File: config.mk
export PLATFORM = sky130hd
export DESIGN_NAME = ahb_rr_arbiter_flat
export DESIGN_NICKNAME = d
export VERILOG_FILES = /design/src/rtl/ahb_rr_arbiter_if.sv /design/src/rtl/ahb_rr_arbiter.sv /design/src/flat_wrapper.sv
export SDC_FILE = /design/constraint.sdc
export NUM_CORES = 1
export LEC_CHECK = 0
export BUFFER_PORTS_ARGS = -buffer_cell sky130_fd_sc_hd__buf_2
export CAP_MARGIN = 30
export CORE_ASPECT_RATIO = 0.75
export CORE_MARGIN = 4
export CORE_UTILIZATION = 25
export CTS_CLUSTER_DIAMETER = 100
export DETAILED_ROUTE_END_ITERATION = 6
export PLACE_DENSITY = 0.53
export SLEW_MARGIN = 15
export SYNTH_ARGS = -nofsm -noshare
export SYNTH_HDL_FRONTEND = slang
export SYNTH_SLANG_ARGS = --single-unit
File: constraint.sdc
create_clock -name clk -period 4.05 [get_ports clk]
set_input_delay 0.405 -clock clk [delete_from_list [all_inputs] [get_ports clk]]
set_output_delay 0.405 -clock clk [all_outputs]
set_load 0.03 [all_outputs]
File: src/rtl/ahb_rr_arbiter_if.sv
// AHB arbitration bus bundle: per-master request/lock inputs, ready strobe,
// and the registered grant / address-phase owner outputs.
interface ahb_rr_arbiter_if #(
  parameter int NUM_MASTERS = 4
);
  localparam int IW = $clog2(NUM_MASTERS);

  logic [NUM_MASTERS-1:0] hbusreq;
  logic [NUM_MASTERS-1:0] hlock;
  logic                   hready;
  logic [NUM_MASTERS-1:0] hgrant;
  logic [IW-1:0]          hmaster;
  logic                   hmastlock;

  modport master (
    output hbusreq, hlock, hready,
    input  hgrant, hmaster, hmastlock
  );

  modport slave (
    input  hbusreq, hlock, hready,
    output hgrant, hmaster, hmastlock
  );
endinterface

File: src/rtl/ahb_rr_arbiter.sv
// AHB bus arbiter: round-robin or fixed-priority grant with locked transfers,
// bounded hold time for unlocked owners and parking on a default master.
module ahb_rr_arbiter #(
  parameter int NUM_MASTERS    = 4,
  parameter int RR_MODE        = 1,
  parameter int DEFAULT_MASTER = 0,
  parameter int MAX_HOLD       = 16
) (
  input logic             clk,
  input logic             rstn,
  ahb_rr_arbiter_if.slave bus
);
  localparam int IW = $clog2(NUM_MASTERS);
  localparam int CW = (MAX_HOLD > 1) ? $clog2(MAX_HOLD) : 1;

  localparam logic [NUM_MASTERS-1:0] DEFAULT_OH  = NUM_MASTERS'(1) << DEFAULT_MASTER;
  localparam logic [IW-1:0]          DEFAULT_IDX = IW'(DEFAULT_MASTER);
  localparam logic [CW-1:0]          HOLD_LAST   = CW'(MAX_HOLD - 1);

  typedef enum logic [1:0] {
    IDLE,
    GRANT,
    LOCKED
  } state_t;

  state_t                 state_q, state_d;
  logic [NUM_MASTERS-1:0] grant_q, grant_d;
  logic [IW-1:0]          ptr_q, ptr_d;
  logic [CW-1:0]          hold_q, hold_d;
  logic [IW-1:0]          hmaster_q;
  logic                   hmastlock_q;

  logic [NUM_MASTERS-1:0] above_ptr, req_above, win_oh;
  logic [IW-1:0]          win_idx, owner_idx;
  logic                   any_req, others_req, owner_drop, win_lock, rearb;

  function automatic logic [NUM_MASTERS-1:0] lowest_one(input logic [NUM_MASTERS-1:0] v);
    return v & (~v + NUM_MASTERS'(1));
  endfunction

  // Winner selection: round-robin prefers requesters above the last winner,
  // wrapping to the lowest requester; fixed priority always takes the lowest.
  always_comb begin
    above_ptr = '0;
    for (int i = 0; i < NUM_MASTERS; i++) begin
      above_ptr[i] = (i > int'(ptr_q));
    end
    req_above = bus.hbusreq & above_ptr;
    if (RR_MODE != 0 && req_above != '0) begin
      win_oh = lowest_one(req_above);
    end else begin
      win_oh = lowest_one(bus.hbusreq);
    end

    win_idx   = '0;
    owner_idx = '0;
    for (int i = 0; i < NUM_MASTERS; i++) begin
      if (win_oh[i])  win_idx   = IW'(i);
      if (grant_q[i]) owner_idx = IW'(i);
    end

    any_req    = |bus.hbusreq;
    others_req = |(bus.hbusreq & ~grant_q);
    owner_drop = ~|(bus.hbusreq & grant_q) && ~|(bus.hlock & grant_q);
    win_lock   = |(bus.hlock & win_oh);
  end

  // NOTE: every output of this block gets a default first so no path
  // leaves a variable unassigned, which would otherwise infer a latch.
  always_comb begin
    state_d = state_q;
    grant_d = grant_q;
    ptr_d   = ptr_q;
    hold_d  = hold_q;

    unique case (state_q)
      IDLE:    rearb = 1'b1;
      GRANT:   rearb = owner_drop || (hold_q == HOLD_LAST && others_req);
      LOCKED:  rearb = owner_drop;
      default: rearb = 1'b1;
    endcase

    if (rearb) begin
      hold_d = '0;
      if (any_req) begin
        grant_d = win_oh;
        ptr_d   = win_idx;
        state_d = win_lock ? LOCKED : GRANT;
      end else begin
        grant_d = DEFAULT_OH;
        state_d = IDLE;
      end
    end else if (state_q == GRANT) begin
      // Reaching the hold limit with nobody else waiting restarts the window.
      hold_d = (hold_q == HOLD_LAST) ? '0 : hold_q + CW'(1);
    end
  end

  // NOTE: state registers use non-blocking assignments so every flop samples
  // the pre-edge values regardless of statement order.
  always_ff @(posedge clk) begin
    if (!rstn) begin
      state_q     <= IDLE;
      grant_q     <= DEFAULT_OH;
      ptr_q       <= DEFAULT_IDX;
      hold_q      <= '0;
      hmaster_q   <= DEFAULT_IDX;
      hmastlock_q <= 1'b0;
    end else if (bus.hready) begin
      state_q     <= state_d;
      grant_q     <= grant_d;
      ptr_q       <= ptr_d;
      hold_q      <= hold_d;
      hmaster_q   <= owner_idx;
      hmastlock_q <= (state_q == LOCKED);
    end
  end

  assign bus.hgrant    = grant_q;
  assign bus.hmaster   = hmaster_q;
  assign bus.hmastlock = hmastlock_q;
endmodule

File: src/flat_wrapper.sv
// flat-port wrapper written by rule: the top's interface ports become plain ports
module ahb_rr_arbiter_flat 
#(
  parameter int NUM_MASTERS    = 4,
  parameter int RR_MODE        = 1,
  parameter int DEFAULT_MASTER = 0,
  parameter int MAX_HOLD       = 16
)
  (clk, rstn, bus_hbusreq, bus_hlock, bus_hready, bus_hgrant, bus_hmaster, bus_hmastlock);
  ahb_rr_arbiter_if #(.NUM_MASTERS(NUM_MASTERS)) bus_i ();
  input logic clk;
  input logic rstn;
  input wire logic [$bits(bus_i.hbusreq)-1:0] bus_hbusreq;
  input wire logic [$bits(bus_i.hlock)-1:0] bus_hlock;
  input wire logic [$bits(bus_i.hready)-1:0] bus_hready;
  output wire logic [$bits(bus_i.hgrant)-1:0] bus_hgrant;
  output wire logic [$bits(bus_i.hmaster)-1:0] bus_hmaster;
  output wire logic [$bits(bus_i.hmastlock)-1:0] bus_hmastlock;
  assign bus_i.hbusreq = bus_hbusreq;
  assign bus_i.hlock = bus_hlock;
  assign bus_i.hready = bus_hready;
  assign bus_hgrant = bus_i.hgrant;
  assign bus_hmaster = bus_i.hmaster;
  assign bus_hmastlock = bus_i.hmastlock;
  ahb_rr_arbiter #(.NUM_MASTERS(NUM_MASTERS), .RR_MODE(RR_MODE), .DEFAULT_MASTER(DEFAULT_MASTER), .MAX_HOLD(MAX_HOLD)) u_core (.clk(clk), .rstn(rstn), .bus(bus_i));
endmodule
==> After elaboration in Yosys (flattened, before gate mapping) <==
Cells that the tools add are included.
{ "op_classes": {"add_sub_neg": 3, "order_cmp": 3, "n_eq_ne": 3, "n_mux": 14, "bitwise": 10, "n_reduce_logical": 15} }
{ "op_table": {"columns": ["operator", "n"], "rows": [
  ["$and A4 B4 Y4", 7],
  ["$mux W4", 5],
  ["$reduce_or A4 Y1", 5],
  ["$add A4 B1 Y4 const B", 3],
  ["$mux W2", 6],
  ["$not A4 Y4", 3],
  ["$eq A4 B4 Y1 const B", 1],
  ["$gt A2 B2 Y1 const A", 2],
  ["$reduce_and A2 Y1", 2],
  ["$reduce_bool A4 Y1", 1],
  ["$reduce_and A3 Y1", 1],
  ["$eq A2 B1 Y1 const B", 1],
  ["$eq A2 B2 Y1 const B", 1],
  ["$gt A1 B2 Y1 const A", 1],
  ["$logic_and A1 B1 Y1", 2],
  ["$logic_not A1 Y1", 2],
  ["$mux W1", 2],
  ["$pmux W1 S2", 1],
  ["$reduce_bool A2 Y1", 1],
  ["$logic_or A1 B1 Y1", 1]
]} }
{ "totals": {"ff_bits": 15, "word_cells": 54} }

==> Logic depth before layout (Yosys ltp) <==
Gate-level depths: netlist of run 1.
{ "depth": {"word_depth": 10, "mapped_depth": 7, "ltp_nobuf": 7} }

==> Least setup slack after synthesis of run 1 <==
No wires, ideal clock.
{ "synth_path": {"path_type": "register to register", "start": "register u_core.hold_q[0]", "end": "register u_core.grant_q[0], in the netlist u_core.bus.hgrant[0]", "t_arrival_ns": 1.586, "path_slack_ns": 2.344, "path_stages_with_launch": 8, "period_less_slack_ns": 1.706, "path_cell_list": "dfxtp_1 ha_1 nand3_1 a41oi_1 o21ai_2 a221oi_4 nand2_1 a2bb2oi_1"} }
{ "synth_between": {"elab_chain_len": 5} }
{ "synth_rtl": {"columns": ["element", "line", "source"], "rows": [
  ["start, declared", "ahb_rr_arbiter.sv:29", "logic [CW-1:0] hold_q, hold_d;"],
  ["start signal, assigned", "ahb_rr_arbiter.sv:113", "hold_q <= hold_d;"],
  ["$eq A4 B4 Y1", "ahb_rr_arbiter.sv:78", "GRANT: rearb = owner_drop || (hold_q == HOLD_LAST && others_req);"],
  ["$logic_and A1 B1 Y1", "ahb_rr_arbiter.sv:78", null],
  ["$logic_or A1 B1 Y1", "ahb_rr_arbiter.sv:78", null],
  ["$pmux W1 S2", "ahb_rr_arbiter.sv:76", "unique case (state_q)"],
  ["$reduce_and A2 Y1 (no line)", null, null],
  ["end signal, assigned", "ahb_rr_arbiter.sv:111", "grant_q <= grant_d;"],
  ["end, declared", "ahb_rr_arbiter.sv:27", "logic [NUM_MASTERS-1:0] grant_q, grant_d;"]
]} }
No other way between the ends.
A chain may end at the register's enable or synchronous reset.

==> Final worst setup path of run 1 <==
Ends and elaborated chain as after synthesis.

==> out/qor.txt, run 1 <==
RSZ-0062 raised after global routing: false
max layer used: met4
overall power: 0.4375 mW
GR Overflow Total: 0
gr usage total: 10.96%
initial antenna violation count: 0
synthesized instance count: 103
Post-Route Skew: 0.005441 ns
CTS tree: built
placed instance count: 158
sequential share of the synthesized area: 34.88%
Max Freq: 530.8 MHz
Core Area: 0.003288 mm^2
total CTS buffers: 3
Post-synth ARST share: 0%
worst-path fanout max: 9
DRC: 0
vias per cell: 5.346
routed vias: 866
dpl ws: 2.138 ns
largest area contributor in the netlist: dfxtp_1
wl on met1: 1.068 mm
detailed router's first-iteration violation count: 46
fin crit share: 46.52%
die area: 0.004456 mm^2
vias in the first global route: 812
synthesized area: 860.8 um^2
largest net degree at the start of global routing: 11
r2r setup slk: 2.17 ns
Synth top area share: 34.88%
I/O pin cnt: 18
H-tree depth: 1
switching power of the nets: 0.1535 mW
Die Wd: 75.76 um
peak supply drop: 153.2 uV
total negative setup slack: 0 ns
chip height: 58.82 um
hold_buf cts: 0
Nets: 137
Hold Vio Cnt, Final: 0
number of synthesized flops with an enable pin: 0
most frequent cell after synthesis: dfxtp_1
switch share: 35.09%
Clk pwr share: 28.8%
Pleak: 0.4084 nW
CTS Buffer Depth: 2
Tightest Pin Transition: 0.4112 ns
insertion delay to the later sink of the worst-skew pair: 0.25 ns
met3 wire length: 113 um
syn nets: 117
Post-Layout Cell Count: 162
DR WL met2: 1.028 mm
FF+latch count, synth: 15
n_diodes: 0
final wirelength: 2.237 mm
outcome: finished, final reports clean
Most used DFF post-synth: dfxtp_1
fillcell total: 364
R2R cell count: 7
Final setup viols: 0
area delta synth->final: 20.20%
DRT antenna net count: 0
Power Dens Cells: 422.8 mW/mm^2
IO buf count: 17
CP startpoint kind: flop
Root Driver: clkbuf_8
num rows: 18
Worst Path Required: 4.19 ns
share of layout cells above drive strength 1: 22.95%
max cap viols: 0
post-synth cell types: 34
First-pass DRT Iterations: 4
gpl congestion: 0.7614
Syn Area/Cell: 8.358 um^2
Worst Path Arrival: 2.03 ns
final worst setup slack: 2.166 ns
worst reg2reg endpoint: u_core.bus.hgrant[0]$_SDFFE_PN1P_
first-pass GRT wire length: 3.719 mm
crit path launch: u_core.hold_q[0]$_SDFFE_PN0P_
hold crit path type: in -> reg
cts repair resizes: 0
RR Startpoint: u_core.hold_q[0]$_SDFFE_PN0P_
clk slew on worst S/H paths: 0.07 ns
Initial Util: 26.18%
register share of total power: 41.0%
Clock Sinks: 15
Slew Viols, Final: 0
top post-synthesis cells by area: dfxtp_1 (35%), a21oi_1 (6.4%), nor2_1 (4.8%)
Post-synth top cells: dfxtp_1 (15), a21oi_1 (11), nor2_1 (11), inv_1 (8), o21ai_0 (6)
crit path kind: reg -> reg
relative slew slack: 72.58%
hold slack: 0.4643 ns
Int Power: 0.2840 mW
Yosys warning count: 0
fin crit period: 1.884 ns
dpl hpwl: 1.729 mm
Logic pwr share: 30.2%
post-CTS setup buffer count: 0
CP Capture Point: u_core.bus.hgrant[0]$_SDFFE_PN1P_
Wirelength per Cell: 13.81 um
crit end category: flop
-- registers in the layout (all words and copies together), names as in the netlist --
| name | cells |
|---|---|
| u_core.bus.hmastlock | 1 |
| u_core.bus.hgrant | 4 |
| u_core.bus.hmaster | 2 |
| u_core.ptr_q | 2 |
| u_core.state_q | 2 |
| u_core.hold_q | 4 |
-- worst max-delay path, cell delays in order, from the launching register on --
cell       delay (ns)
dfxtp_1          0.38
ha_1             0.23
nand3_1          0.12
a41oi_1          0.21
o21ai_2          0.10
a221oi_4         0.45
nand2_1          0.13
a2bb2oi_1        0.16
-- per-layer routing --
| metal | vias up | track usage (%) |
|---|---|---|
| met5 | - | 0 |
| met4 | 0 | 2.993 |
| met3 | 4 | 3.754 |
| met2 | 19 | 16.95 |
| met1 | 417 | 14.48 |
| li1 | 426 | - |
-- placed cells by master (no fill, tap or decap), types with 2 or more instances in the layout --
| master | n |
|---|---|
| a21oi_1 | 11 |
| nand3_1 | 4 |
| o21a_1 | 2 |
| o21ai_1 | 4 |
| ha_1 | 3 |
| nand2_1 | 4 |
| buf_2 | 17 |
| a211oi_1 | 2 |
| dfxtp_1 | 15 |
| inv_1 | 8 |
| a32o_1 | 4 |
| o221a_2 | 2 |
| and2_1 | 3 |
| clkbuf_8 | 3 |
| o21ai_0 | 6 |
| nor2_1 | 11 |
| nand2b_1 | 4 |
-- worst min-delay path by stage --
stage | start | end | slack (ns) | cells past startpoint
2_1_floorplan | u_core.hold_q[3]$_SDFFE_PN0P_ | u_core.hold_q[3]$_SDFFE_PN0P_ | 0.46 | 2
3_3_place_gp | u_core.bus.hgrant[0]$_SDFFE_PN1P_ | u_core.bus.hgrant[0]$_SDFFE_PN1P_ | 0.48 | 2
3_5_place_dp | u_core.bus.hgrant[0]$_SDFFE_PN1P_ | u_core.bus.hgrant[0]$_SDFFE_PN1P_ | 0.48 | 2
4_1_cts | bus_hready | u_core.bus.hmaster[0]$_SDFFE_PN0P_ | 0.45 | 2
5_1_grt | bus_hready | u_core.bus.hmaster[0]$_SDFFE_PN0P_ | 0.48 | 2
6_report | bus_hready | u_core.bus.hmaster[0]$_SDFFE_PN0P_ | 0.46 | 2
-- cell families after synthesis --
logic type / count (synthesis) / synth area share, %
fa+ha+maj: 3 / 4.361
buf+inv: 10 / 4.361
mux: 1 / 1.163
compound gates: 44 / 37.36
flops: 15 / 34.88
simple gates: 30 / 17.88
-- metrics by stage --
stage               util (%)  instance area, um^2
floorplan                  -                860.8
global placement       30.06                988.4
detailed placement     30.06                988.4
CTS                    31.47                 1035
global route           31.47                 1035
finish                 31.47                 1035
-- final cells by class --
cell class,count,area [um^2],area share [%]
clock buffers,3,41.29,3.990
clock inverters,1,5.005,0.4837
inverters,8,30.03,2.902
multi-input cells,78,523.0,50.54
flip-flops and latches,15,300.3,29.02
well taps,40,50.05,4.837
repair buffers,17,85.08,8.223
-- power groups by stage --
stage / combinational, mW / sequential [mW] / clock [mW]
3_5_place_dp: 0.131 / 0.182 / 0
6_report: 0.132 / 0.179 / 0.126
3_3_place_gp: 0.131 / 0.182 / 0
5_1_grt: 0.145 / 0.181 / 0.137
2_1_floorplan: 0.0862 / 0.191 / 0
4_1_cts: 0.133 / 0.179 / 0.128
Power figures use the tool's default switching activity.
==> run 2: changes to the inputs <==
==> constraint.sdc (replaced) <==
create_clock -name clk -period 2 [get_ports clk]
set_input_delay 0.2 -clock clk [delete_from_list [all_inputs] [get_ports clk]]
set_output_delay 0.2 -clock clk [all_outputs]
set_load 0.03 [all_outputs]
==> run 2 against run 1 <==
  * Clock skew down 0.0036 ns
  * Register-to-register slack worse by 2.0 ns
  * Sequential power up 100%
  * Hold slack worse by 0.21 ns
  * Largest cell class unchanged
  * Final area up 0.60%
  * Non-clock buffer count up 1
  * Critical path depth unchanged
  * Sequential share of layout area down 0.17 points
==> out/qor.txt, run 2 (same netlist as run 1, synthesis figures left out) <==
vias in the first global route: 805 (-0.86%)
Power Dens Cells: 846.2 mW/mm^2 (+100%)
outcome: finished, final reports clean
H-tree depth: 1 (unchanged)
relative slew slack: 71.98% (-0.60 points)
Initial Util: 26.18% (unchanged)
peak supply drop: 386.2 uV (+150%)
Buf/Inv on CP: 0 (unchanged)
Hold Vio Cnt, Final: 0 (unchanged)
commonest cells after routing, fill and taps aside: buf_2 (17), dfxtp_1 (15), nor2_1 (11), a21oi_1 (11), inv_1 (8)
Final setup viols: 0 (unchanged)
Worst path slowest cell: dfxtp_1
Die Wd: 75.76 um (unchanged)
Clock Sinks: 15 (unchanged)
n_diodes: 0 (unchanged)
Worst Path Arrival: 1.96 ns (-0.07 ns)
dpl hpwl: 1.729 mm (about the same)
Post-Route Skew: 0.001835 ns (-0.003606 ns)
DRT antenna net count: 0 (unchanged)
Root Driver: clkbuf_8
worst-path fanout max: 6 (-3)
total negative setup slack: 0 ns (unchanged)
num rows: 18 (unchanged)
CTS Buffer Depth: 2 (unchanged)
hold depth: 2 (unchanged)
clk slew on worst S/H paths: 0.06 ns (about the same)
hold crit path type: in -> reg
DRC: 0 (unchanged)
Nets: 138 (+0.73%)
gpl congestion: 0.8233 (+8.1%)
Core Area: 0.003288 mm^2 (unchanged)
insertion delay to the later sink of the worst-skew pair: 0.24 ns (about the same)
Slew Viols, Final: 0 (unchanged)
share of layout cells above drive strength 1: 22.76% (-0.19 points)
worst-path cell chain: ha_1 -> nand3_1 -> a41oi_1 -> o21ai_2 -> and2_1 -> o21a_1 -> a32o_1
fin crit share: 91.26% (+45 points)
First-pass DRT Iterations: 4 (unchanged)
CP startpoint kind: flop
RSZ-0062 raised after global routing: false
die area: 0.004456 mm^2 (unchanged)
initial antenna violation count: 0 (unchanged)
Max Freq: 547.9 MHz (+3.2%)
Crit path max-delay family: compound AO/OA/AOI/OAI gates
IO buf count: 17 (unchanged)
R2R cell count: 7 (unchanged)
Wirelength per Cell: 13.83 um (+0.19%)
max cap viols: 0 (unchanged)
final wirelength: 2.255 mm (+0.80%)
RR Startpoint: u_core.hold_q[0]$_SDFFE_PN0P_
commonest non-fill, non-tap cell in the layout: buf_2
detailed router's first-iteration violation count: 44 (-4.3%)
I/O pin cnt: 18 (unchanged)
Worst Hold Launch: bus_hready
first-pass GRT wire length: 3.746 mm (+0.73%)
hold worst-path end: u_core.bus.hmaster[1]$_SDFFE_PN0P_
crit path kind: reg -> reg
gr usage total: 11.13% (+0.17 points)
total CTS buffers: 3 (unchanged)
Tightest Pin Transition: 0.4203 ns (+0.009059 ns)
largest net degree at the start of global routing: 11 (unchanged)
Finished Core Util: 31.66% (+0.19 points)
crit end category: flop
max incr delay on CP: 0.38 ns (-0.07 ns)
fin crit period: 1.825 ns (-0.05876 ns)
routed vias: 865 (-0.12%)
chip height: 58.82 um (unchanged)
hold_buf cts: 0 (unchanged)
area delta synth->final: 20.93%
GR Overflow Total: 0 (unchanged)
Pleak: 0.4103 nW (+0.48%)
vias per cell: 5.307 (-0.73%)
r2r setup slk: 0.17 ns (-1.99 ns)
CTS tree: built
Worst Path Required: 2.14 ns (-2.05 ns)
worst reg2reg endpoint: u_core.bus.hgrant[2]$_SDFFE_PN0P_
-- run 2: cell types whose count changed in the layout (fill, tap and decap cells not counted) --
cell      before  now
clkbuf_1       0    1
clkinv_2       1    0
buf_4          0    1
-- run 2: worst register-to-register path, cell delays in order, from the launching register on --
cell and delay [ns]:
dfxtp_1 0.38, ha_1 0.23, nand3_1 0.11, a41oi_1 0.20, o21ai_2 0.10, and2_1 0.22
o21a_1 0.26, a32o_1 0.23
-- run 2: what timing repair did --
| item | 4_1_cts | 5_1_grt |
|---|---|---|
| gates resized for setup | 0 | 0 |
| setup buffers | 0 | 1 |
| setup endpoints to repair | 0 | 3 |
-- run 2: cell type report --
| type | count | area (um^2) |
|---|---|---|
| repair buffers | 18 | 92.59 |
| multi-input cells | 78 | 523.0 |
| well taps | 40 | 50.05 |
| flip-flops and latches | 15 | 300.3 |
| clock buffers | 4 | 45.04 |
| fillers | 367 | 2247 |
| inverters | 8 | 30.03 |
-- run 2: how the worst max path moves through the flow --
| stage | startpoint | end | slack (ns) | cells after the start |
|---|---|---|---|---|
| 2_1_floorplan | u_core.hold_q[0]$_SDFFE_PN0P_ | u_core.bus.hgrant[0]$_SDFFE_PN1P_ | 0.29 | 7 |
| 3_3_place_gp | u_core.hold_q[0]$_SDFFE_PN0P_ | u_core.bus.hgrant[0]$_SDFFE_PN1P_ | 0.19 | 7 |
| 3_5_place_dp | u_core.hold_q[0]$_SDFFE_PN0P_ | u_core.bus.hgrant[0]$_SDFFE_PN1P_ | 0.15 | 7 |
| 4_1_cts | u_core.hold_q[0]$_SDFFE_PN0P_ | u_core.bus.hgrant[0]$_SDFFE_PN1P_ | 0.12 | 7 |
| 5_1_grt | u_core.hold_q[0]$_SDFFE_PN0P_ | u_core.ptr_q[0]$_SDFFE_PN0P_ | 0.01 | 7 |
| 6_report | u_core.hold_q[0]$_SDFFE_PN0P_ | u_core.bus.hgrant[2]$_SDFFE_PN0P_ | 0.17 | 7 |
-- run 2: power by group --
| part | total, mW | internal, mW | leakage (nW) | switching (mW) |
|---|---|---|---|---|
| Combinational | 0.275 | 0.113 | 0.265 | 0.162 |
| Clock | 0.242 | 0.141 | 0.0228 | 0.101 |
| Sequential | 0.364 | 0.329 | 0.123 | 0.0350 |
| Total | 0.881 | 0.583 | 0.410 | 0.298 |
-- run 2: layer usage --
layer	up-vias	global-route usage (%)	wire length, um
li1	427	-	-
met1	394	14.76	1089
met2	38	16.10	986
met3	6	2.901	119
met4	0	6.484	61
met5	-	0	0
-- run 2: metrics by stage --
step / area [um^2] / hold WS [ns] / std cells / setup WS, ns / power [mW]
floorplan: 860.8 / 0.4138 / 103 / 0.2935 / 0.5614
global placement: 988.4 / 0.4784 / 158 / 0.1854 / 0.6374
detailed placement: 988.4 / 0.4730 / 158 / 0.1502 / 0.6389
CTS: 1033 / 0.2459 / 162 / 0.1230 / 0.8879
global route: 1041 / 0.2730 / 163 / 0.01498 / 0.9361
finish: 1041 / 0.2562 / 163 / 0.1748 / 0.8809
